==> src/rtl/nib_track_sequencer_pkg.sv <==
// rtl/nib_track_sequencer_pkg.sv - shared states and geometry for the .NIB track sequencer
package apple2_disk_pkg;

    localparam int NIB_SECS  = 13;
    localparam int NIB_TRK_W = 6;

    typedef enum logic [2:0] {
        IDLE,
        WR_REQ,
        WR_XFER,
        RD_REQ,
        RD_XFER
    } seq_state_t;

endpackage

==> src/rtl/nib_track_sequencer_if.sv <==
// rtl/nib_track_sequencer_if.sv - SD block handshake between the sequencer and hps_io
interface nib_track_sequencer_if #(
    parameter int LBA_W = 32
);
    logic [LBA_W-1:0] sd_lba;
    logic             sd_rd;
    logic             sd_wr;
    logic             sd_ack;
    logic [3:0]       buf_sec;

    modport master (output sd_lba, output sd_rd, output sd_wr, output buf_sec, input sd_ack);
    modport slave  (input sd_lba, input sd_rd, input sd_wr, input buf_sec, output sd_ack);
endinterface

==> src/rtl/nib_track_sequencer_sd_sector_hs.sv <==
// rtl/nib_track_sequencer_sd_sector_hs.sv - one-sector req/ack edge engine shared by RD and WR phases
module sd_sector_hs (
    input  logic clk,
    input  logic rst,
    input  logic start,
    input  logic is_wr,
    input  logic ack,
    output logic rd_req,
    output logic wr_req,
    output logic acked,
    output logic done
);

    logic ack_q;

    always_ff @(posedge clk or posedge rst) begin
        if (rst) begin
            ack_q <= 1'b0;
        end else begin
            ack_q <= ack;
        end
    end

    assign acked  = ack & ~ack_q;
    assign done   = ~ack & ack_q;
    assign rd_req = start & ~is_wr;
    assign wr_req = start & is_wr;

endmodule

==> src/rtl/nib_track_sequencer.sv <==
// rtl/nib_track_sequencer.sv - loads (and with TRACK_WRITEBACK_EN flushes) whole .NIB tracks via hps_io
module nib_track_sequencer
    import apple2_disk_pkg::*;
#(
    parameter int SECS  = NIB_SECS,
    parameter int TRK_W = NIB_TRK_W,
    parameter int LBA_W = 32
) (
    input  logic                  clk_sys,
    input  logic                  reset,
    input  logic [TRK_W-1:0]      track,
    input  logic                  img_mounted,
    input  logic                  img_present,
    input  logic                  trk_dirty,
    nib_track_sequencer_if.master sd,
    output logic                  cpu_wait,
    output logic                  busy,
    output logic [TRK_W-1:0]      loaded_trk
);

    seq_state_t       state, state_n;
    logic             valid, valid_n;
    logic             mount_pend, mount_n;
    logic [TRK_W-1:0] loaded_n;
    logic [3:0]       buf_sec, buf_n;
    logic             wait_n;
    logic             trigger, flush, last;
    logic             hs_rd, hs_wr, acked, done;

    sd_sector_hs u_hs (
        .clk    (clk_sys),
        .rst    (reset),
        .start  ((state == RD_REQ) || (state == WR_REQ)),
        .is_wr  (state == WR_REQ),
        .ack    (sd.sd_ack),
        .rd_req (hs_rd),
        .wr_req (hs_wr),
        .acked  (acked),
        .done   (done)
    );

    assign trigger = (state == IDLE) && (!valid || (track != loaded_trk) || mount_pend);
    assign last    = (buf_sec == 4'(SECS - 1));
    assign busy    = (state != IDLE);

    assign sd.sd_lba  = LBA_W'(loaded_trk) * LBA_W'(SECS) + LBA_W'(buf_sec);
    assign sd.sd_rd   = hs_rd;
    assign sd.buf_sec = buf_sec;

`ifdef TRACK_WRITEBACK_EN
    logic dirty, dirty_n, dirty_in;

    // a dirty byte landing in the same cycle as the trigger still forces a flush
    assign dirty_in  = dirty | (trk_dirty & valid);
    assign flush     = dirty_in & valid & ~mount_pend & ~img_mounted;
    assign sd.sd_wr  = hs_wr;

    always_comb begin
        dirty_n = dirty;
        if (img_mounted) begin
            dirty_n = 1'b0;
        end else if (state == IDLE) begin
            dirty_n = trigger ? (flush & img_present) : dirty_in;
        end else if ((state == WR_XFER) && done && last) begin
            dirty_n = 1'b0;
        end
    end

    always_ff @(posedge clk_sys or posedge reset) begin
        if (reset) begin
            dirty <= 1'b0;
        end else begin
            dirty <= dirty_n;
        end
    end
`else
    logic unused_inputs;

    assign flush         = 1'b0;
    assign sd.sd_wr      = 1'b0;
    assign unused_inputs = trk_dirty | hs_wr;
`endif

    always_comb begin
        state_n  = state;
        valid_n  = valid;
        mount_n  = mount_pend | img_mounted;
        loaded_n = loaded_trk;
        buf_n    = buf_sec;
        wait_n   = cpu_wait;
        case (state)
            IDLE: begin
                if (trigger) begin
                    mount_n = img_mounted;
                    if (!img_present) begin
                        loaded_n = track;
                        valid_n  = 1'b1;
                    end else begin
                        buf_n  = 4'd0;
                        wait_n = 1'b1;
                        if (flush) begin
                            state_n = WR_REQ;
                        end else begin
                            loaded_n = track;
                            state_n  = RD_REQ;
                        end
                    end
                end
            end
`ifdef TRACK_WRITEBACK_EN
            WR_REQ: if (acked) state_n = WR_XFER;
            WR_XFER: begin
                if (done) begin
                    if (last) begin
                        buf_n    = 4'd0;
                        loaded_n = track;
                        state_n  = RD_REQ;
                    end else begin
                        buf_n   = buf_sec + 4'd1;
                        state_n = WR_REQ;
                    end
                end
            end
`endif
            RD_REQ: if (acked) state_n = RD_XFER;
            RD_XFER: begin
                if (done) begin
                    if (last) begin
                        buf_n   = 4'd0;
                        valid_n = 1'b1;
                        wait_n  = 1'b0;
                        state_n = IDLE;
                    end else begin
                        buf_n   = buf_sec + 4'd1;
                        state_n = RD_REQ;
                    end
                end
            end
            default: state_n = IDLE;
        endcase
    end

    always_ff @(posedge clk_sys or posedge reset) begin
        if (reset) begin
            state      <= IDLE;
            valid      <= 1'b0;
            mount_pend <= 1'b0;
            loaded_trk <= '0;
            buf_sec    <= 4'd0;
            cpu_wait   <= 1'b0;
        end else begin
            state      <= state_n;
            valid      <= valid_n;
            mount_pend <= mount_n;
            loaded_trk <= loaded_n;
            buf_sec    <= buf_n;
            cpu_wait   <= wait_n;
        end
    end

endmodule
==> src/flat_wrapper.sv <==
// flat-port wrapper written by rule: the top's interface ports become plain ports
module nib_track_sequencer_flat import apple2_disk_pkg::*;
#(
    parameter int SECS  = NIB_SECS,
    parameter int TRK_W = NIB_TRK_W,
    parameter int LBA_W = 32
)
  (clk_sys, reset, track, img_mounted, img_present, trk_dirty, cpu_wait, busy, loaded_trk, sd_sd_lba, sd_sd_rd, sd_sd_wr, sd_buf_sec, sd_sd_ack);
  nib_track_sequencer_if #(.LBA_W(LBA_W)) sd_i ();
  input  logic clk_sys;
  input  logic reset;
  input  logic [TRK_W-1:0] track;
  input  logic img_mounted;
  input  logic img_present;
  input  logic trk_dirty;
  output logic cpu_wait;
  output logic busy;
  output logic [TRK_W-1:0] loaded_trk;
  output wire logic [$bits(sd_i.sd_lba)-1:0] sd_sd_lba;
  output wire logic [$bits(sd_i.sd_rd)-1:0] sd_sd_rd;
  output wire logic [$bits(sd_i.sd_wr)-1:0] sd_sd_wr;
  output wire logic [$bits(sd_i.buf_sec)-1:0] sd_buf_sec;
  input wire logic [$bits(sd_i.sd_ack)-1:0] sd_sd_ack;
  assign sd_sd_lba = sd_i.sd_lba;
  assign sd_sd_rd = sd_i.sd_rd;
  assign sd_sd_wr = sd_i.sd_wr;
  assign sd_buf_sec = sd_i.buf_sec;
  assign sd_i.sd_ack = sd_sd_ack;
  nib_track_sequencer #(.SECS(SECS), .TRK_W(TRK_W), .LBA_W(LBA_W)) u_core (.clk_sys(clk_sys), .reset(reset), .track(track), .img_mounted(img_mounted), .img_present(img_present), .trk_dirty(trk_dirty), .sd(sd_i), .cpu_wait(cpu_wait), .busy(busy), .loaded_trk(loaded_trk));
endmodule
==> config.mk <==
export PLATFORM = sky130hd
export DESIGN_NAME = nib_track_sequencer_flat
export DESIGN_NICKNAME = d
export VERILOG_FILES = /design/src/rtl/nib_track_sequencer_pkg.sv /design/src/rtl/nib_track_sequencer_if.sv /design/src/rtl/nib_track_sequencer_sd_sector_hs.sv /design/src/rtl/nib_track_sequencer.sv /design/src/flat_wrapper.sv
export SDC_FILE = /design/constraint.sdc
export NUM_CORES = 1
export LEC_CHECK = 0
export BUFFER_PORTS_ARGS = -buffer_cell sky130_fd_sc_hd__buf_2
export CAP_MARGIN = 20
export CELL_PAD_IN_SITES_DETAIL_PLACEMENT = 0
export CELL_PAD_IN_SITES_GLOBAL_PLACEMENT = 1
export CORE_MARGIN = 4
export CORE_UTILIZATION = 34
export CTS_CLUSTER_DIAMETER = 120
export DETAILED_ROUTE_END_ITERATION = 12
export GPL_TIMING_DRIVEN = 0
export HOLD_SLACK_MARGIN = 0.05
export PLACE_DENSITY = 0.8
export SYNTH_ARGS = -nofsm -noshare
export SYNTH_HDL_FRONTEND = slang
export SYNTH_SLANG_ARGS = --single-unit
==> constraint.sdc <==
create_clock -name clk_sys -period 3.45 [get_ports clk_sys]
set_input_delay 0.69 -clock clk_sys [delete_from_list [all_inputs] [get_ports clk_sys]]
set_output_delay 0.69 -clock clk_sys [all_outputs]
set_load 0.03 [all_outputs]
Word-level counts from Yosys, hierarchy flattened
Cells that the tools add are included.

cells by class
  add/sub/neg operators = 2
  $mul = 1
  equal/unequal tests = 11
  muxes and demuxes = 23
  bitwise logic cells = 7
  reductions and logical operators = 13

operators with widths
  kind                                                                  count
  4-bit two-way mux                                                     4
  3-bit two-way mux                                                     4
  10-bit by 4-bit adder with 11-bit output                              1
  6-bit by 4-bit multiplier with 10-bit output (second input constant)  1
  1-bit two-way mux                                                     10
  5-bit AND reduction                                                   2
  3-bit one-hot mux with 3 select lines                                 1
  2-bit by 1-bit != test with 1-bit output (second input constant)      4
  4-bit one-hot mux with 2 select lines                                 1
  4-bit AND reduction                                                   2
  6-bit != test                                                         1
  4-bit by 1-bit adder with 4-bit output (second input constant)        1
  4-bit == test (second input constant)                                 1
  2-bit != test (second input constant)                                 2
  1-bit one-hot mux with 2 select lines                                 2
  1-bit AND                                                             3
  3-bit by 1-bit == test with 1-bit output (second input constant)      1
  3-bit by 2-bit == test with 1-bit output (second input constant)      1
  3-bit == test (second input constant)                                 1
  3-bit logical NOT                                                     1
  1-bit logical OR                                                      3
  1-bit NOT                                                             3
  3-bit nonzero test                                                    1
  2-bit two-way mux                                                     1
  5 further kinds                                                       5

word-level totals
  bits in registers = 17
  bits of input ports = 12
  word-level logic and storage cells = 64

Longest topological paths before layout
Gate-level depths: netlist (run 1).

  depth in word-level cells = 6
  mapped depth = 11
  gate-level depth less buffers = 11

Cells and area by module
Synthesis (run 1) repeated with hierarchy kept, for this count alone.

second synthesis, totals
  cell total of the unflattened synthesis = 172
  area, all modules = 1636.6 um^2

by module, submodules not included
  module               times used  cells an instance  area each (um^2)  sequential area each (um^2)
  nib_track_sequencer  1           166                1577.8            375.4
  sd_sector_hs         1           6                  58.8              25.0

Least setup slack after synthesis (run 1)
Ideal clock, no wire load.

  path type = register -> output
  start point = register u_core.loaded_trk[3]
  end point = output sd_sd_lba[10]
  arrival = 3.091 ns
  required time = 2.760 ns
  setup slack = -0.331 ns
  cell stages (with the launch flop) = 11
  path buffers = 0
  path through = dfrtp_1 -> ha_1 -> inv_1 -> fa_1 -> inv_1 -> ha_1 -> ha_1 -> o21ai_0 -> nand2b_1 -> a21oi_1 -> o31ai_1

on the way
  cells in the longest elaborated chain, start to end = 2

ends and longest elaborated chain
  what                                          RTL line                    RTL
  start, declared                               nib_track_sequencer.sv:18   output logic [TRK_W-1:0] loaded_trk
  start signal, assigned                        nib_track_sequencer.sv:155  loaded_trk <= loaded_n;
  6-bit by 4-bit multiplier with 10-bit output  nib_track_sequencer.sv:46   assign sd.sd_lba = LBA_W'(loaded_trk) * LBA_W'(SECS) + LBA_W'(buf_sec);
  10-bit by 4-bit adder with 11-bit output      nib_track_sequencer.sv:46
  end, declared                                 flat_wrapper.sv:19          output wire logic [$bits(sd_i.sd_lba)-1:0] sd_sd_lba;

Every way passes these cells.

Final worst setup path (run 1)
  start point = register u_core.loaded_trk[1]
  end point = output sd_sd_lba[9]

Same word-level chain as after synthesis.

==> impl_metrics.py, run 1 <==
metrics = {
    "outcome": {
        "status": "complete, but fails checks",
        "failed_checks": "negative setup slack",
    },
    "logic_synthesis": {
        "ys_top_cells_by_area": "dfrtp_1 24%, ha_1 22%, buf_4 9.8%, fa_1 4.7%, inv_1 4.0%",
        "avgSynthCellArea_um2": 9.69,
        "ys_seq_area_frac": 0.237,
        "ys_ff_latch": 16,
        "netlist_area_mm2": 0.00169,
        "yosysWarnings": 0,
        "synth_top_cell_by_area": "dfrtp_1",
        "synthDistinctLibCells": 36,
        "syn_inst": 174,
        "synth_flop_cell": "dfrtp_1",
        "synthTopCellsByCount": "29 x ha_1, 22 x buf_4, 18 x inv_1",
        "async_flop_share": 1.00,
        "synth_top_cell_area_share": 0.237,
        "synth_edf_count": 0,
        "synth.most_common_cell": "ha_1",
    },
    "clock_tree": {
        "cts_tree": "built",
        "clkSinkCount": 16,
        "worstSkewPairLatency_ns": 0.26,
        "ctsHtreeMaxLevel": 1,
        "path_clk_slew_ns": 0.06,
        "cts.path.max_buffers": 2,
        "cts_hold_buf": 0,
        "cts-root-buf": "clkbuf_8",
        "cts_inserted_buffers": 3,
    },
    "timing": {
        "worst_hold_slack_ns": 0.449,
        "rsz0062_at_grt": "true",
        "fmax_mhz": 277,
        "setup-violations-final": 5,
        "worst_slack_ns": -0.161,
        "finClkSkew_ns": 0.00254,
        "hold_viol": 0,
        "post-route-period-util": 1.05,
        "finalMaxSlewViolations": 0,
        "period_minus_slack_ns": 3.61,
        "worstMarginPinSlew_ns": 0.604,
        "maxSlewHeadroom": 0.597,
    },
    "floorplan": {
        "dieArea_mm2": 0.00615,
        "core_area_mm2": 0.00475,
        "ios": 58,
        "chipHeight_um": 78.4,
        "rows": 25,
        "start_util": 0.355,
        "die_w_um": 78.4,
    },
    "critical_path": {
        "cp_num_buf_inv": 1,
        "arrival_ns": 2.92,
        "cp-end-kind": "primary output",
        "max_stage_delay_ns": 0.56,
        "worstPathRequired_ns": 2.76,
        "timing_worst_setup_path_type": "register to primary output",
        "cp_max_fo": 5,
        "path_cells": "ha_4 > ha_4 > fa_1 > ha_4 > nor2b_4 > o21ai_2 > a21oi_2 > o41ai_4 > xnor2_2 > buf_6",
        "critPathMostFrequentCell": "ha_4",
        "critPathLaunchType": "register",
        "crit_slowest_cell": "fa_1",
        "crit_family": "adder cells",
    },
    "grt": {
        "grt_overflow_total": 0,
        "grtUsageMet3": 0.0183,
        "antenna_found_initial": 0,
        "grt_pass1_wl_um": 5710,
        "grt_use_met1": 0.147,
        "grt_pass1_vias": 1299,
        "grt_busiest_layer": "met2",
        "grt_max_degree": 17,
        "met2_usage": 0.192,
        "grt_usage": 0.113,
    },
    "finish": {
        "n_antenna_cell": 0,
        "num-nets-final": 287,
        "final_core_util": 0.497,
        "drive_above_1_share": 0.456,
        "syn2layout_area_growth_pct": 40.1,
    },
    "routing": {
        "ant_nets": 0,
        "first_pass_iters": 4,
        "drt_iter0_markers": 62,
        "vias_per_cell": 4.35,
        "avgRoutedWirePerCell_um": 11.2,
        "vias": 1340,
        "wl_um": 3450,
        "drc": 0,
    },
    "job": {
        "drv_cap": 0,
    },
    "hold_path": {
        "min_path_type": "register to register",
    },
    "placed_design": {
        "place_hpwl_um": 2790,
        "gp_congestion": 0.767,
        "preCtsSetupSlack_ns": -0.223,
        "io_buffers": 34,
    },
}
-- registers in the layout, summed over array words and instances (netlist names) --
name	count
u_core.sd.buf_sec	4
u_core.valid	1
u_core.cpu_wait	1
u_core.u_hs.ack_q	1
u_core.state	2
u_core.loaded_trk	6
u_core.mount_pend	1
-- kinds of logic after synthesis --
family | Yosys count | share of synthesized area
simple gates | 31 | 0.104
flops | 16 | 0.237
mux | 5 | 0.0326
xor+xnor | 13 | 0.0809
buf+inv | 41 | 0.141
other cells | 1 | 0.00222
fa+ha+maj | 33 | 0.263
compound gates | 34 | 0.139
-- cells in the final DEF, fill, tap and decap left out, types with 4 or more instances in the layout --
cell type | synthesis | routed
ha_1 | 29 | 19
dfrtp_1 | 16 | 11
buf_2 | 1 | 30
o21ai_0 | 9 | 7
clkbuf_8 | 0 | 4
a21o_1 | 4 | 4
xor2_2 | 3 | 4
a21oi_1 | 9 | 7
mux2_2 | 4 | 4
conb_1 | 1 | 22
inv_1 | 18 | 17
ha_4 | 0 | 8
xnor2_1 | 6 | 4
buf_4 | 22 | 32
nor2_1 | 10 | 8
dfrtp_2 | 0 | 5
nand2b_1 | 7 | 7
-- per-layer routing --
layer,vias up,routed length [µm]
met4,0,31
met5,-,0
met3,3,181
li1,678,-
met1,626,1520
met2,33,1720
-- per-stage QoR --
stage                     TNS [ns]  cells  cell area [µm²]
after floorplan                  0    195             1850
after global placement      -0.183    296             2110
after detailed placement    -0.235    296             2110
after CTS                   -0.520    306             2330
after global routing         -1.09    308             2360
final                       -0.498    308             2360
-- worst register-to-register path: cells and delay by family, from the launching register on --
kind | cells | cell delay [ns]
AO/OA/AOI/OAI | 1 | 0.54
XOR/XNOR | 1 | 0.21
buffers and inverters | 1 | 0.17
flip-flops | 1 | 0.41
multiplexers | 1 | 0.25
AND/OR/NAND/NOR | 2 | 0.14
-- timing repair --
item	4_1_cts	5_1_grt
buffers inserted	6	2
gates resized for setup	24	4
hold endpoints to repair	0	0
setup endpoints to repair	6	6
pin swaps	13	1
-- final timing paths --
path                                       from              endpoint  slack [ns]  cells past startpoint
hold / removal                     u_core.valid          u_core.valid        0.45                      1
setup / recovery           u_core.loaded_trk[1]          sd_sd_lba[9]       -0.16                     10
setup reg to reg           u_core.loaded_trk[3]  u_core.sd.buf_sec[2]        1.63                      6
hold reg to reg                    u_core.valid          u_core.valid        0.45                      1
min in group asynchronous                 reset       u_core.cpu_wait        0.49                      2
max in group asynchronous                 reset  u_core.loaded_trk[4]        2.53                      2
-- cell type report --
| class | count | area (µm²) |
|---|---|---|
| sequential | 16 | 407 |
| tap | 67 | 83.8 |
| timing repair buffer | 42 | 254 |
| fill | 468 | 2390 |
| multi-input combinational | 138 | 1330 |
| clock buffer | 4 | 55.1 |
| inverter | 18 | 67.6 |
| buffer | 23 | 170 |
Power of run 1 is not shown: default switching activity piles up to over one toggle a cycle in this logic, so the estimate is an artifact.
==> run 2: changes to the inputs <==
SETUP_SLACK_MARGIN = 0.02   (was unset)
==> run 2 against run 1 <==
  * Worst setup slack improved by 0.073 ns
  * First-iteration DRC count decreased by 8.1%
  * Maximum frequency increased by 2.1%
  * Register-to-register slack got worse by 0.16 ns
  * Routed wire length increased by 7.6%
  * Critical endpoint unchanged
  * The run still ends with negative setup slack left
  * Core utilization increased by 2.0 points
  * Design area increased by 4.1%
  * Cell count increased by 2.6%
  * Clock-buffer cell count unchanged
  * Critical path depth unchanged
  * Non-clock buffer count increased by 8
  * Critical path type unchanged
==> impl_metrics.py, run 2 (synthesized netlist as in run 1, its figures left out) <==
metrics = {
    "outcome": {
        "status": "complete, but fails checks",
        "failed_checks": "negative setup slack",
    },
    "critical_path": {
        "arrival_ns": 2.85,
        "cp-end-kind": "primary output",
        "path_cells": "ha_4 > ha_4 > fa_1 > ha_4 > nor2b_4 > o21ai_2 > a21oi_2 > o41ai_4 > xnor2_2 > buf_6",
        "timing_worst_setup_path_type": "register to primary output",
        "worstPathRequired_ns": 2.76,
        "critPathMostFrequentCell": "ha_4",
        "max_stage_delay_ns": 0.52,
        "critPathLaunchType": "register",
        "crit_family": "adder cells",
        "cp_num_buf_inv": 1,
        "ff2ff_setup_slack_ns": 1.47,
        "crit_slowest_cell": "fa_1",
        "cp_max_fo": 2,
    },
    "timing": {
        "fin_setup_tns_ns": -0.243,
        "setup-violations-final": 5,
        "worstMarginPinSlew_ns": 0.619,
        "maxSlewHeadroom": 0.587,
        "finClkSkew_ns": 0.00115,
        "hold_viol": 0,
        "worst_slack_ns": -0.0881,
        "worst_hold_slack_ns": 0.447,
        "rsz0062_at_grt": "true",
        "fmax_mhz": 283,
        "period_minus_slack_ns": 3.54,
        "finalMaxSlewViolations": 0,
        "post-route-period-util": 1.03,
    },
    "grt": {
        "grt_max_degree": 17,
        "met2_usage": 0.224,
        "grt_pass1_wl_um": 6340,
        "grt_use_met1": 0.158,
        "grt_overflow_total": 0,
        "grt_busiest_layer": "met2",
        "grtUsageMet3": 0.0229,
        "antenna_found_initial": 0,
        "grt_pass1_vias": 1427,
        "grt_usage": 0.127,
    },
    "finish": {
        "reg_top3": "u_core.loaded_trk: 6 flops, u_core.sd.buf_sec: 4 flops, u_core.state: 2 flops",
        "num-nets-final": 295,
        "syn2layout_area_growth_pct": 45.8,
        "fillers": 454,
        "drive_above_1_share": 0.494,
        "regMostFlops": "u_core.loaded_trk",
        "fin_cells": 316,
        "n_antenna_cell": 0,
        "final_common_cell": "buf_4",
        "layout_common_cells": "39 x buf_4, 29 x buf_2, 22 x conb_1, 19 x ha_1, 16 x inv_1",
        "largest_register_ff_count": 6,
    },
    "routing": {
        "wl_um": 3710,
        "drc": 0,
        "ant_nets": 0,
        "vias_per_cell": 4.38,
        "first_pass_iters": 3,
        "vias": 1383,
        "drt_iter0_markers": 57,
        "avgRoutedWirePerCell_um": 11.7,
    },
    "placed_design": {
        "io_buffers": 34,
        "place_hpwl_um": 2750,
        "gp_congestion": 0.740,
        "preCtsSetupSlack_ns": -0.171,
        "placed_cells": 296,
    },
    "job": {
        "drv_cap": 0,
    },
    "clock_tree": {
        "cts.path.max_buffers": 2,
        "cts_inserted_buffers": 3,
        "worstSkewPairLatency_ns": 0.25,
        "ctsHtreeMaxLevel": 1,
        "cts-root-buf": "clkbuf_8",
        "cts_tree": "built",
        "path_clk_slew_ns": 0.07,
        "clkSinkCount": 16,
    },
    "floorplan": {
        "rows": 25,
        "start_util": 0.355,
        "chipHeight_um": 78.4,
        "core_area_mm2": 0.00475,
        "die_w_um": 78.4,
        "ios": 58,
        "dieArea_mm2": 0.00615,
    },
    "hold_path": {
        "min_path_type": "register to register",
    },
}
[run 2: changes by cell type in the layout (fill, tap and decap cells not counted), sizes merged]
cell,previous run,this run
buf,65,73
[run 2: area by class of cell]
class / count / area (µm²) / area share
flip-flops and latches: 16 / 407 / 0.165
repair buffers: 50 / 324 / 0.132
well taps: 67 / 83.8 / 0.0341
multi-input cells: 138 / 1350 / 0.550
clock buffers: 4 / 55.1 / 0.0224
plain buffers: 23 / 170 / 0.0692
inverters: 18 / 67.6 / 0.0275
[run 2: worst paths after layout]
path,from,end,depth (start not counted)
hold reg to reg,u_core.valid,u_core.valid,1
min in group asynchronous,reset,u_core.cpu_wait,2
setup / recovery,u_core.loaded_trk[1],sd_sd_lba[9],10
setup reg to reg,u_core.loaded_trk[1],u_core.state[1],7
max in group asynchronous,reset,u_core.loaded_trk[3],2
hold / removal,u_core.valid,u_core.valid,1
[run 2: timing repair]
| item | 4_1_cts | 5_1_grt |
|---|---|---|
| setup endpoints to repair | 6 | 6 |
| pin swaps | 17 | 4 |
| hold buffers | 0 | 0 |
| resized for setup | 31 | 6 |
| setup buffers | 16 | 0 |
[run 2: per-layer routing]
metal	share of wire	vias up	wire, µm
met1	0.44	645	1620
met5	0	-	0
met2	0.50	33	1860
met3	0.052	4	192
met4	0.0097	0	36
li1	-	701	-
[run 2: per-stage QoR]
stage,area [µm²],utilization
after detailed placement,2120,0.446
after global placement,2120,0.446
after floorplan,1860,-
after CTS,2440,0.513
after global routing,2460,0.517
final,2460,0.517
Power of run 2 is left out for the same reason.
